## config.mk

```make
export PLATFORM = sky130hd
export DESIGN_NAME = round_robin_arbiter
export DESIGN_NICKNAME = d
export VERILOG_FILES = /design/src/rtl/round_robin_arbiter.sv
export SDC_FILE = /design/constraint.sdc
export NUM_CORES = 1
export LEC_CHECK = 0
export BUFFER_PORTS_ARGS = -buffer_cell sky130_fd_sc_hd__buf_2
export CORE_MARGIN = 8
export CORE_UTILIZATION = 59
export DETAILED_ROUTE_END_ITERATION = 8
export MAX_ROUTING_LAYER = met4
export PLACE_DENSITY = 0.82
export SYNTH_ARGS = -nofsm -noshare
export SYNTH_HDL_FRONTEND = slang
export SYNTH_SLANG_ARGS = --single-unit
```

## constraint.sdc

```tcl
create_clock -name clk -period 3.4 [get_ports clk]
set_input_delay 0.34 -clock clk [delete_from_list [all_inputs] [get_ports clk]]
set_output_delay 0.34 -clock clk [all_outputs]
set_load 0.05 [all_outputs]
```

## src/rtl/round_robin_arbiter.sv

```systemverilog
// Round-robin arbiter: one registered one-hot grant among `requesters` clients,
// with a hold-time limit that hands the resource on when others are waiting.
module round_robin_arbiter #(
  parameter int requesters = 4,
  parameter int max_hold   = 16,
  localparam int id_w      = $clog2(requesters > 2 ? requesters : 2),
  localparam int cnt_w     = $clog2(max_hold > 2 ? max_hold : 2)
) (
  input  logic                  clk,
  input  logic                  rst_n,
  input  logic [requesters-1:0] req,
  output logic [requesters-1:0] gnt,
  output logic [id_w-1:0]       gnt_id,
  output logic                  gnt_valid,
  output logic                  preempt
);

  typedef enum logic {IDLE, GRANT} state_e;

  localparam logic [cnt_w-1:0] cnt_cap   = cnt_w'(max_hold - 1);
  localparam logic [id_w-1:0]  last_init = id_w'(requesters - 1);

  state_e                state_q, state_d;
  logic [requesters-1:0] gnt_q, gnt_d;
  logic [id_w-1:0]       id_q, id_d;
  logic [id_w-1:0]       last_q, last_d;
  logic [cnt_w-1:0]      cnt_q, cnt_d;
  logic                  preempt_q, preempt_d;
  logic [requesters-1:0] cand;
  logic [id_w:0]         hit;

  // Returns {found, index} of the first set bit scanning from start+1 and
  // wrapping around to start itself.
  function automatic logic [id_w:0] find_next(input logic [requesters-1:0] vec,
                                              input logic [id_w-1:0]       start);
    logic [id_w:0] res;
    int            idx;
    res = '0;
    for (int k = 1; k <= requesters; k++) begin
      idx = int'(start) + k;
      if (idx >= requesters) idx -= requesters;
      if (!res[id_w] && vec[idx]) res = {1'b1, id_w'(idx)};
    end
    return res;
  endfunction

  // While granting, last equals the owner, so masking it leaves "other" requesters.
  always_comb begin
    cand = req;
    if (state_q == GRANT) cand[id_q] = 1'b0;
    hit = find_next(cand, last_q);
  end

  // NOTE: every always_comb output gets a default first, so no path can infer a latch.
  always_comb begin
    state_d   = state_q;
    gnt_d     = gnt_q;
    id_d      = id_q;
    last_d    = last_q;
    cnt_d     = cnt_q;
    preempt_d = 1'b0;
    unique case (state_q)
      IDLE: begin
        if (hit[id_w]) begin
          state_d = GRANT;
          id_d    = hit[id_w-1:0];
          last_d  = hit[id_w-1:0];
          cnt_d   = '0;
          gnt_d   = '0;
          gnt_d[hit[id_w-1:0]] = 1'b1;
        end
      end
      GRANT: begin
        if (!req[id_q] || (cnt_q == cnt_cap && hit[id_w])) begin
          if (hit[id_w]) begin
            id_d      = hit[id_w-1:0];
            last_d    = hit[id_w-1:0];
            cnt_d     = '0;
            gnt_d     = '0;
            gnt_d[hit[id_w-1:0]] = 1'b1;
            preempt_d = req[id_q];
          end else begin
            state_d = IDLE;
            gnt_d   = '0;
            id_d    = '0;
            cnt_d   = '0;
          end
        end else if (cnt_q != cnt_cap) begin
          cnt_d = cnt_q + 1'b1;
        end
      end
      default: state_d = IDLE;
    endcase
  end

  // NOTE: sequential state uses non-blocking assignments only, so every register
  // samples the values from before the edge regardless of statement order.
  always_ff @(posedge clk or negedge rst_n) begin
    if (!rst_n) begin
      state_q   <= IDLE;
      gnt_q     <= '0;
      id_q      <= '0;
      last_q    <= last_init;
      cnt_q     <= '0;
      preempt_q <= 1'b0;
    end else begin
      state_q   <= state_d;
      gnt_q     <= gnt_d;
      id_q      <= id_d;
      last_q    <= last_d;
      cnt_q     <= cnt_d;
      preempt_q <= preempt_d;
    end
  end

  assign gnt       = gnt_q;
  assign gnt_id    = id_q;
  assign gnt_valid = (state_q == GRANT);
  assign preempt   = preempt_q;

endmodule

```

==> flow_results.org, run 1 <==
** Placed design
- Setup slack at placement :: 1.44 ns
- After detailed placement, the total cell area comes to ~950 um2.
- Counting tap cells, the placed design contains a total of 119 instances.
- Input and output buffers added on the ports amount to 13.
- GPL Wtd Cong :: ~0.85
- After legalization and detailed placement, the total HPWL measured 1400 um.

** Finish
- Once layout is complete, the utilization of the core stands at 66.6%.
- The post-route netlist has 23.1% of its cells at a drive strength greater than 1.
- Diode count :: 0
- Most frequent cells in the layout :: sky130_fd_sc_hd__buf_2 (13), sky130_fd_sc_hd__dfrtp_1 (12), sky130_fd_sc_hd__nand3_1 (9)
- The filler cells instantiated in the layout total around 120.
- The count of cells in the finished layout, fillers not included, comes to 124.
- Signed area change from the synthesized netlist to the final layout :: 7.89%
- Commonest non-fill, non-tap cell in the layout :: sky130_fd_sc_hd__buf_2
- Final design instance area without fill :: 992 um2
- The net count of the finished layout is 116.

** Worst setup path
- Crit Reg-Reg Startpoint :: gnt_id[1]$_DFFE_PN0P_
- Worst Path Arrival :: between 2 and 2.5 ns
- Grouping stages by cell kind, the critical path spends the most delay in compound AO/OA/AOI/OAI gates.
- For this run, the slowest stage of the critical path takes 0.54 ns.
- The endpoint identified for the worst register-to-register timing path is gnt_id[0]$_DFFE_PN0P_.
- Required time at the endpoint of the critical path :: 3.53 ns
- Traced cell by cell, the critical path runs through and2b_4, nand2_1, o2111a_1, a2111oi_2, o21ai_0.
- STA classifies the critical path startpoint as a flip-flop.
- Together, buffers and inverters on the worst path number 0.
- Reg2reg path depth :: 5
- Top fanout value on the critical path :: 13
- The worst setup path is of the flip-flop to flip-flop kind.
- Across all register-to-register paths, the minimum setup slack is between 1 and 1.5 ns.
- Cell with the largest stage delay on the worst path :: sky130_fd_sc_hd__a2111oi_2
- Worst setup EP type :: flip-flop

** CTS
- In this run the number of H-tree levels came out at 1.
- The later pin in the worst-skew pair is clocked with a latency of 0.27 ns.
- Clock tree synthesis selected as its root buffer the cell sky130_fd_sc_hd__clkbuf_4.
- Number of buffers created by CTS :: 3
- Max clock buf depth :: 2
- The number of setup buffers added after CTS is 0.
- The clock net in this run drives a total of 14 sinks.
- After clock tree synthesis, the clock-pin slew on the worst setup and hold paths is roughly 0.08 ns.
- CTS tree :: yes

** Power
- Of the total power, the clock network draws 11.9%.
- VDD sags by at most about 0.63 mV.
- In this run the static leakage power is approximately 0.46 nW.
- Power comes to slightly below 1 mW.
- Reg power frac :: between 30% and 40%
- Internal power summed over all cells :: 495 uW
- Combinational logic burns between 50% and 60% of the power.
- Power per cell area :: 977 mW/mm2
- Sw Share :: between 40 and 50%
- For this design the total switching power over the nets is 474 uW.

** STA
- Setup repair after global routing missed its margin :: no
- Least-Margin Pin Slew :: 0.518 ns
- Share of the cycle needed by the critical path after routing :: 57.8%
- For this run, the top clock speed supported by timing is 509 MHz.
- Setup violations remaining at the end of the flow were counted as 0.
- Post-route setup TNS :: 0 ns
- The final number of max-transition violations was 0.
- Final setup slack of the worst path :: around 1.4 ns
- The worst path needs 1.97 ns of the cycle, external delays included.
- Final hold analysis gives a worst-case slack of 0.474 ns.
- The number of hold violations in the final report is 0.
- Max_slew headroom :: approximately two thirds
- Clock skew on the completed layout was measured at about 0.0031 ns.

** Yosys
- The cell count after synthesis came out at 97.
- In the synthesized netlist the async set-or-reset flop fraction comes to 100%.
- Area share of the largest cell type after synthesis :: between 30% and 40%
- Largest cells by area after synthesis :: sky130_fd_sc_hd__dfrtp_1 (33%), sky130_fd_sc_hd__dfstp_2 (5.7%), sky130_fd_sc_hd__mux2i_1 (5.4%), sky130_fd_sc_hd__nand3_1 (4.9%), sky130_fd_sc_hd__buf_6 (3.7%)
- During synthesis, Yosys emitted a total of 0 warnings.
- Portion of the post-synthesis area used by sequential elements :: 38.4%
- Counting every net in the synthesized netlist gives about 100.
- In this run, distinct cell masters in the synthesized netlist total just over 40.
- FF+latch count, synth :: 14
- Summed over all instances, the cell type with the most area after synthesis is sky130_fd_sc_hd__dfrtp_1.
- Yosys mapped a number of flops with a built-in enable equal to 0.
- Cell area after technology mapping :: 920 um2
- Each instance of the synthesized netlist takes up on average 9.48 um2.
- Commonest register cell after synthesis :: sky130_fd_sc_hd__dfrtp_1

** Detailed routing
- Detailed routing placed a total of 88 um of wire on met3.
- In the routed layout, each cell is associated on average with a via count of 5.94.
- Remaining antenna violation count after routing :: 0
- In the final routed layout, each cell accounts on average for 14.3 um.
- Highest metal layer with signal wires :: met4
- In the final routing, the length of wire on met1 measures between 800 and 900 um.
- Drt drc :: 0
- Total wire length after detailed routing :: ~1800 um
- The pre-antenna-repair detailed-routing pass consisted of 4 iterations.
- In the detailed route, the total length drawn on met2 is roughly 790 um.
- The detailed router finished its first iteration with 16 violations.
- Total via count in the routed design :: 736

** Floorplan
- The die covers 0.00308 mm2.
- Pin placement for this block handled 14 I/O pins.
- Width of the die :: 55.5 um
- The floorplan step defined a core boundary enclosing 0.00149 mm2.
- Starting density of the core :: roughly three fifths
- Floorplan die height :: 55.5 um
- Row count :: 14

** Global route
- Via count of the first global-routing pass :: 747
- Largest net degree at the start of global routing :: 17
- After global routing the overflow that remains totals 0.
- Global-route wire length before repair :: 3220 um
- The number of antenna violations at the first check in global routing came to 0.
- Global routing usage summed across all routing layers :: 12.4%

** Run status
- The flow ran to the end, and the final reports show no timing, DRC or antenna violations.

** Job
- Max-capacitance violation count :: 0

** Worst hold path
- Worst Hold Class :: input pin to async pin
state kept, by name, summed over array words and instances (netlist names):
name       flops
cnt_q          4
gnt            4
gnt_id         2
last_q         2
gnt_valid      1
preempt        1
power by group through the flow:
stage               Sequential (mW)  Clock [mW]  Combinational, mW
detailed placement            0.315           0              0.542
finish                        0.312       0.115              0.542
CTS                           0.312       0.117              0.545
global placement              0.310           0              0.529
global route                  0.326       0.126              0.598
floorplan                     0.364           0              0.433
worst reg2reg max path, delay by kind of cell, from the launching register on:
family	cells	cell delay [ns]
and+or+nand+nor	2	0.41
AOI/OAI and AO/OA	3	0.90
DFF	1	0.53
metal layers:
metal	vias to the layer above	GRT usage, %
li1	383	-
met3	2	3.88
met5	-	-
met2	15	18.4
met1	336	15.9
met4	0	3.17
worst max path at each step:
stage	from	to	slack [ns]	cells past startpoint
global route	gnt_id[1]$_DFFE_PN0P_	gnt[1]$_DFFE_PN0P_	1.25	5
detailed placement	gnt_id[1]$_DFFE_PN0P_	gnt_id[0]$_DFFE_PN0P_	1.44	5
CTS	gnt_id[1]$_DFFE_PN0P_	gnt_id[0]$_DFFE_PN0P_	1.43	5
global placement	gnt_id[1]$_DFFE_PN0P_	gnt_id[0]$_DFFE_PN0P_	1.52	5
finish	gnt_id[1]$_DFFE_PN0P_	gnt_id[0]$_DFFE_PN0P_	1.43	5
floorplan	gnt_id[1]$_DFFE_PN0P_	cnt_q[0]$_DFFE_PN0P_	1.48	7
logic make-up after synthesis:
| family | after synthesis | share of synthesized area, % |
|---|---|---|
| simple gates | 34 | 18.4 |
| buf+inv | 9 | 7.21 |
| flops | 14 | 38.4 |
| mux | 6 | 6.67 |
| xor+xnor | 1 | 0.953 |
| compound gates | 32 | 27.1 |
| fa+ha+maj | 1 | 1.36 |
synth_stat cells (all sizes together), types with 2 or more instances:
cell type  count
nor2           7
dfstp          2
o21ai          8
mux2i          5
nand2          7
a21oi          4
nor3           3
buf            6
a21o           3
o31ai          4
dfrtp         12
and2           2
nand3          9
inv            2
area by class of cell:
type | instances | area, um2 | share of cell area (%)
Tap cell | 16 | 20.0 | 2.02
Sequential cell | 14 | 353 | 35.6
Multi-Input combinational cell | 74 | 500 | 50.4
Clock buffer | 4 | 36.3 | 3.66
Inverter | 2 | 7.51 | 0.757
Timing Repair Buffer | 14 | 75.1 | 7.57
repair_timing:
item	4_1_cts	5_1_grt
gates resized for setup	0	0
hold endpoints to repair	12	0
hold buffers	1	0
No activity file was read; power rests on OpenSTA's default activity.
==> run 2: changes to the inputs <==
CORE_UTILIZATION = 54   (was 59)
PLACE_DENSITY = 0.76   (was 0.82)
clock period = 1.9 ns   (was 3.4 ns; I/O delays follow)
==> run 2 against run 1 <==
Count of clock-buffer cells in the layout unchanged. Clock power rose by 57%. Largest cell class unchanged. Critical endpoint is now gnt[2]$_DFFE_PN0P_. Sequential power is 75% higher.
==> flow_results.org, run 2 (synthesis results as in run 1) <==
** Run status
- The flow ran to the end, and the final reports show no timing, DRC or antenna violations.

** CTS
- TritonCTS built the clock tree.
- The number of buffers on the longest clock path came to 2 (unchanged).
- The deepest level of the CTS H-tree came to 1 (unchanged).
- The number of buffers inserted during clock tree synthesis is 3 (unchanged).
- # clock sinks :: 14 (unchanged)
- Root Buffer :: sky130_fd_sc_hd__clkbuf_4
- Clock edge transition at the registers on the reported setup and hold paths :: 0.09 ns (about the same)
- Clock insertion delay at the later pin of the skew report :: 0.29 ns (+0.02 ns)

** Floorplan
- The number of ports placed on the die boundary came to 14 (unchanged).
- The vertical die dimension is 57.3 um (+3.2%).
- Row count :: 15 (+1)
- The die footprint was 0.00328 mm2 (+6.5%).
- Width of the die :: 57.3 um (+3.2%)
- The starting density of the core was 55.1% (-6.7 points).
- The area inside the core boundary came to 0.00167 mm2 (+12%).

** STA
- Min cycle time layout :: 1.77 ns (-0.200 ns)
- Final setup slack of the worst path :: 0.134 ns (-1.30 ns)
- The final number of max-transition violations came to 0 (unchanged).
- Max_slew headroom :: 64.8% (-0.55 points)
- The worst-margin pin slew was 0.526 ns (+0.00766 ns).
- The highest clock rate is 566 MHz (+11%).
- Final hold violation count :: 0 (unchanged)
- Post-route setup TNS :: 0 ns (unchanged)
- The count of final setup violators was 0 (unchanged).
- The largest clock skew in the final design came to 0.0117 ns (+0.00856 ns).
- Share of the cycle needed by the critical path after routing :: 92.9% (+35 points)
- Min Hold Slack :: 0.317 ns (-0.157 ns)
- Setup repair after global routing left no endpoint under its margin.

** Detailed routing
- Total wire length after detailed routing :: 1860 um (+5.2%)
- Drt drc :: 0 (unchanged)
- Number of DRC violations after detailed-routing iteration 0 :: 24 (+8)
- The average vias per placed instance is 6.05 (+1.9%).
- Drt first pass iters :: 4 (unchanged)
- The total number of vias is 786 (+6.8%).
- Avg WL per Cell :: 14.3 um (+0.34%)
- The remaining antenna violation count after routing is 0 (unchanged).

** Global route
- The combined global-route utilization of all metal layers was 12.1% (-0.32 points).
- The via count of the first global-routing pass came to 709 (-5.1%).
- The maximum number of pins on one net before global-route repair came to 15 (-2).
- The number of antenna violations at the first check in global routing is 0 (unchanged).
- Global-route wire length before repair :: 3150 um (-2.4%)
- The remaining global-route overflow is 0 (unchanged).

** Job
- Max-capacitance violation count :: 0 (unchanged)

** Placed design
- The count of input and output buffers was 13 (unchanged).
- The total instance count after detailed placement came to 122 (+2.5%).
- The routability congestion estimate from global placement is 0.878 (+3.2%).
- Setup slack at placement :: 0.0672 ns (-1.37 ns)
- The HPWL reported at the end of detailed placement was 1390 um (-0.95%).

** Finish
- The filler cell count came to 153 (+23%).
- The library cell used most frequently in the layout, excluding fill and tap cells, is sky130_fd_sc_hd__buf_2.
- In the layout the commonest cells are sky130_fd_sc_hd__buf_2 (13), sky130_fd_sc_hd__dfrtp_1 (10), sky130_fd_sc_hd__nand3_1 (9).
- The area growth from synthesis to layout is 12.5%.
- Storage element area :: 355 um2 (+0.71%)
- The number of diodes added for antenna fixing was 0 (unchanged).
- Final cell utilization of the core :: 61.9% (-4.7 points)
- The fraction of final layout cells sized beyond drive strength 1 was 28.3% (+5.2 points).
- Area of the multi-input gates :: 514 um2 (+2.7%)
- Post-Layout Cell Count :: 130 (+4.8%)
- Final #Nets :: 121 (+4.3%)

** Worst setup path
- Worst setup EP type :: flip-flop
- Required time at the endpoint of the critical path :: 2.08 ns (-1.45 ns)
- Worst Path Arrival :: 1.95 ns (-0.15 ns)
- Sort of element at the start of the critical path :: flip-flop
- The largest fanout of any net on the critical path was 7 (-6).
- The critical path in this run is classified as flip-flop to flip-flop.

** Worst hold path
- Worst Hold Class :: input pin to async pin

** Power
- Static leakage power :: 0.474 nW (+4.0%)
- Power per cell area :: 1760 mW/mm2 (+80%)
- Worst supply voltage drop on vdd :: 1.01 mV (+60%)
run 2: cell types whose count changed in the layout (fill, tap and decap cells not counted), sizes merged:
cell,previous run,this run
buf,13,17
clkbuf,4,5
run 2: report_power, final:
group / switching, mW / internal [mW] / leakage (nW)
registers: 0.129 / 0.418 / 0.174
clock network: 0.0998 / 0.0815 / 0.0150
logic: 0.653 / 0.436 / 0.285
total: 0.882 / 0.935 / 0.474
run 2: repair_timing:
action / in CTS / in global routing
endpoints found under the hold margin: 12 / 0
hold buffers: 1 / 0
buffers inserted: 0 / 3
gates resized for setup: 0 / 3
setup endpoints to repair: 0 / 5
run 2: per-layer routing:
layer | track usage (%) | routed length (um)
met2 | 16.7 | 787
met3 | 3.81 | 96
met4 | 5.36 | 18
met1 | 15.6 | 960
met5 | - | 0
run 2: stage by stage:
step / power (mW) / area, um2
final: 1.82 / 1030
after global routing: 1.96 / 1030
after CTS: 1.75 / 1000
after detailed placement: 1.57 / 963
after global placement: 1.54 / 963
after floorplan: 1.43 / 921
run 2: final timing paths:
| check | end | slack, ns | start | depth (start not counted) |
|---|---|---|---|---|
| worst max-delay path | gnt[2]$_DFFE_PN0P_ | 0.13 | gnt_id[1]$_DFFE_PN0P_ | 5 |
| worst min-delay path | cnt_q[1]$_DFFE_PN0P_ | 0.32 | rst_n | 2 |
| worst max register to register | gnt[2]$_DFFE_PN0P_ | 0.13 | gnt_id[1]$_DFFE_PN0P_ | 5 |
| worst min register to register | last_q[0]$_DFFE_PN1P_ | 0.51 | last_q[0]$_DFFE_PN1P_ | 2 |
| max in group asynchronous | last_q[0]$_DFFE_PN1P_ | 1.28 | rst_n | 2 |
| min in group clk | gnt_id[0]$_DFFE_PN0P_ | 0.37 | req[1] | 3 |
run 2: cell type report:
class | instances | share of cell area (%)
timing repair buffer | 19 | 10.6
tap | 17 | 2.06
sequential | 14 | 34.3
inverter | 2 | 0.726
clock buffer | 4 | 2.54
multi-input combinational | 74 | 49.7
run 2: critical path, stage by stage, from the launching register on:
cell	delay, ns
sky130_fd_sc_hd__dfrtp_2	0.47
sky130_fd_sc_hd__and2b_4	0.29
sky130_fd_sc_hd__nand2_1	0.07
sky130_fd_sc_hd__o2111a_1	0.20
sky130_fd_sc_hd__a2111o_1	0.42
sky130_fd_sc_hd__o31ai_1	0.21
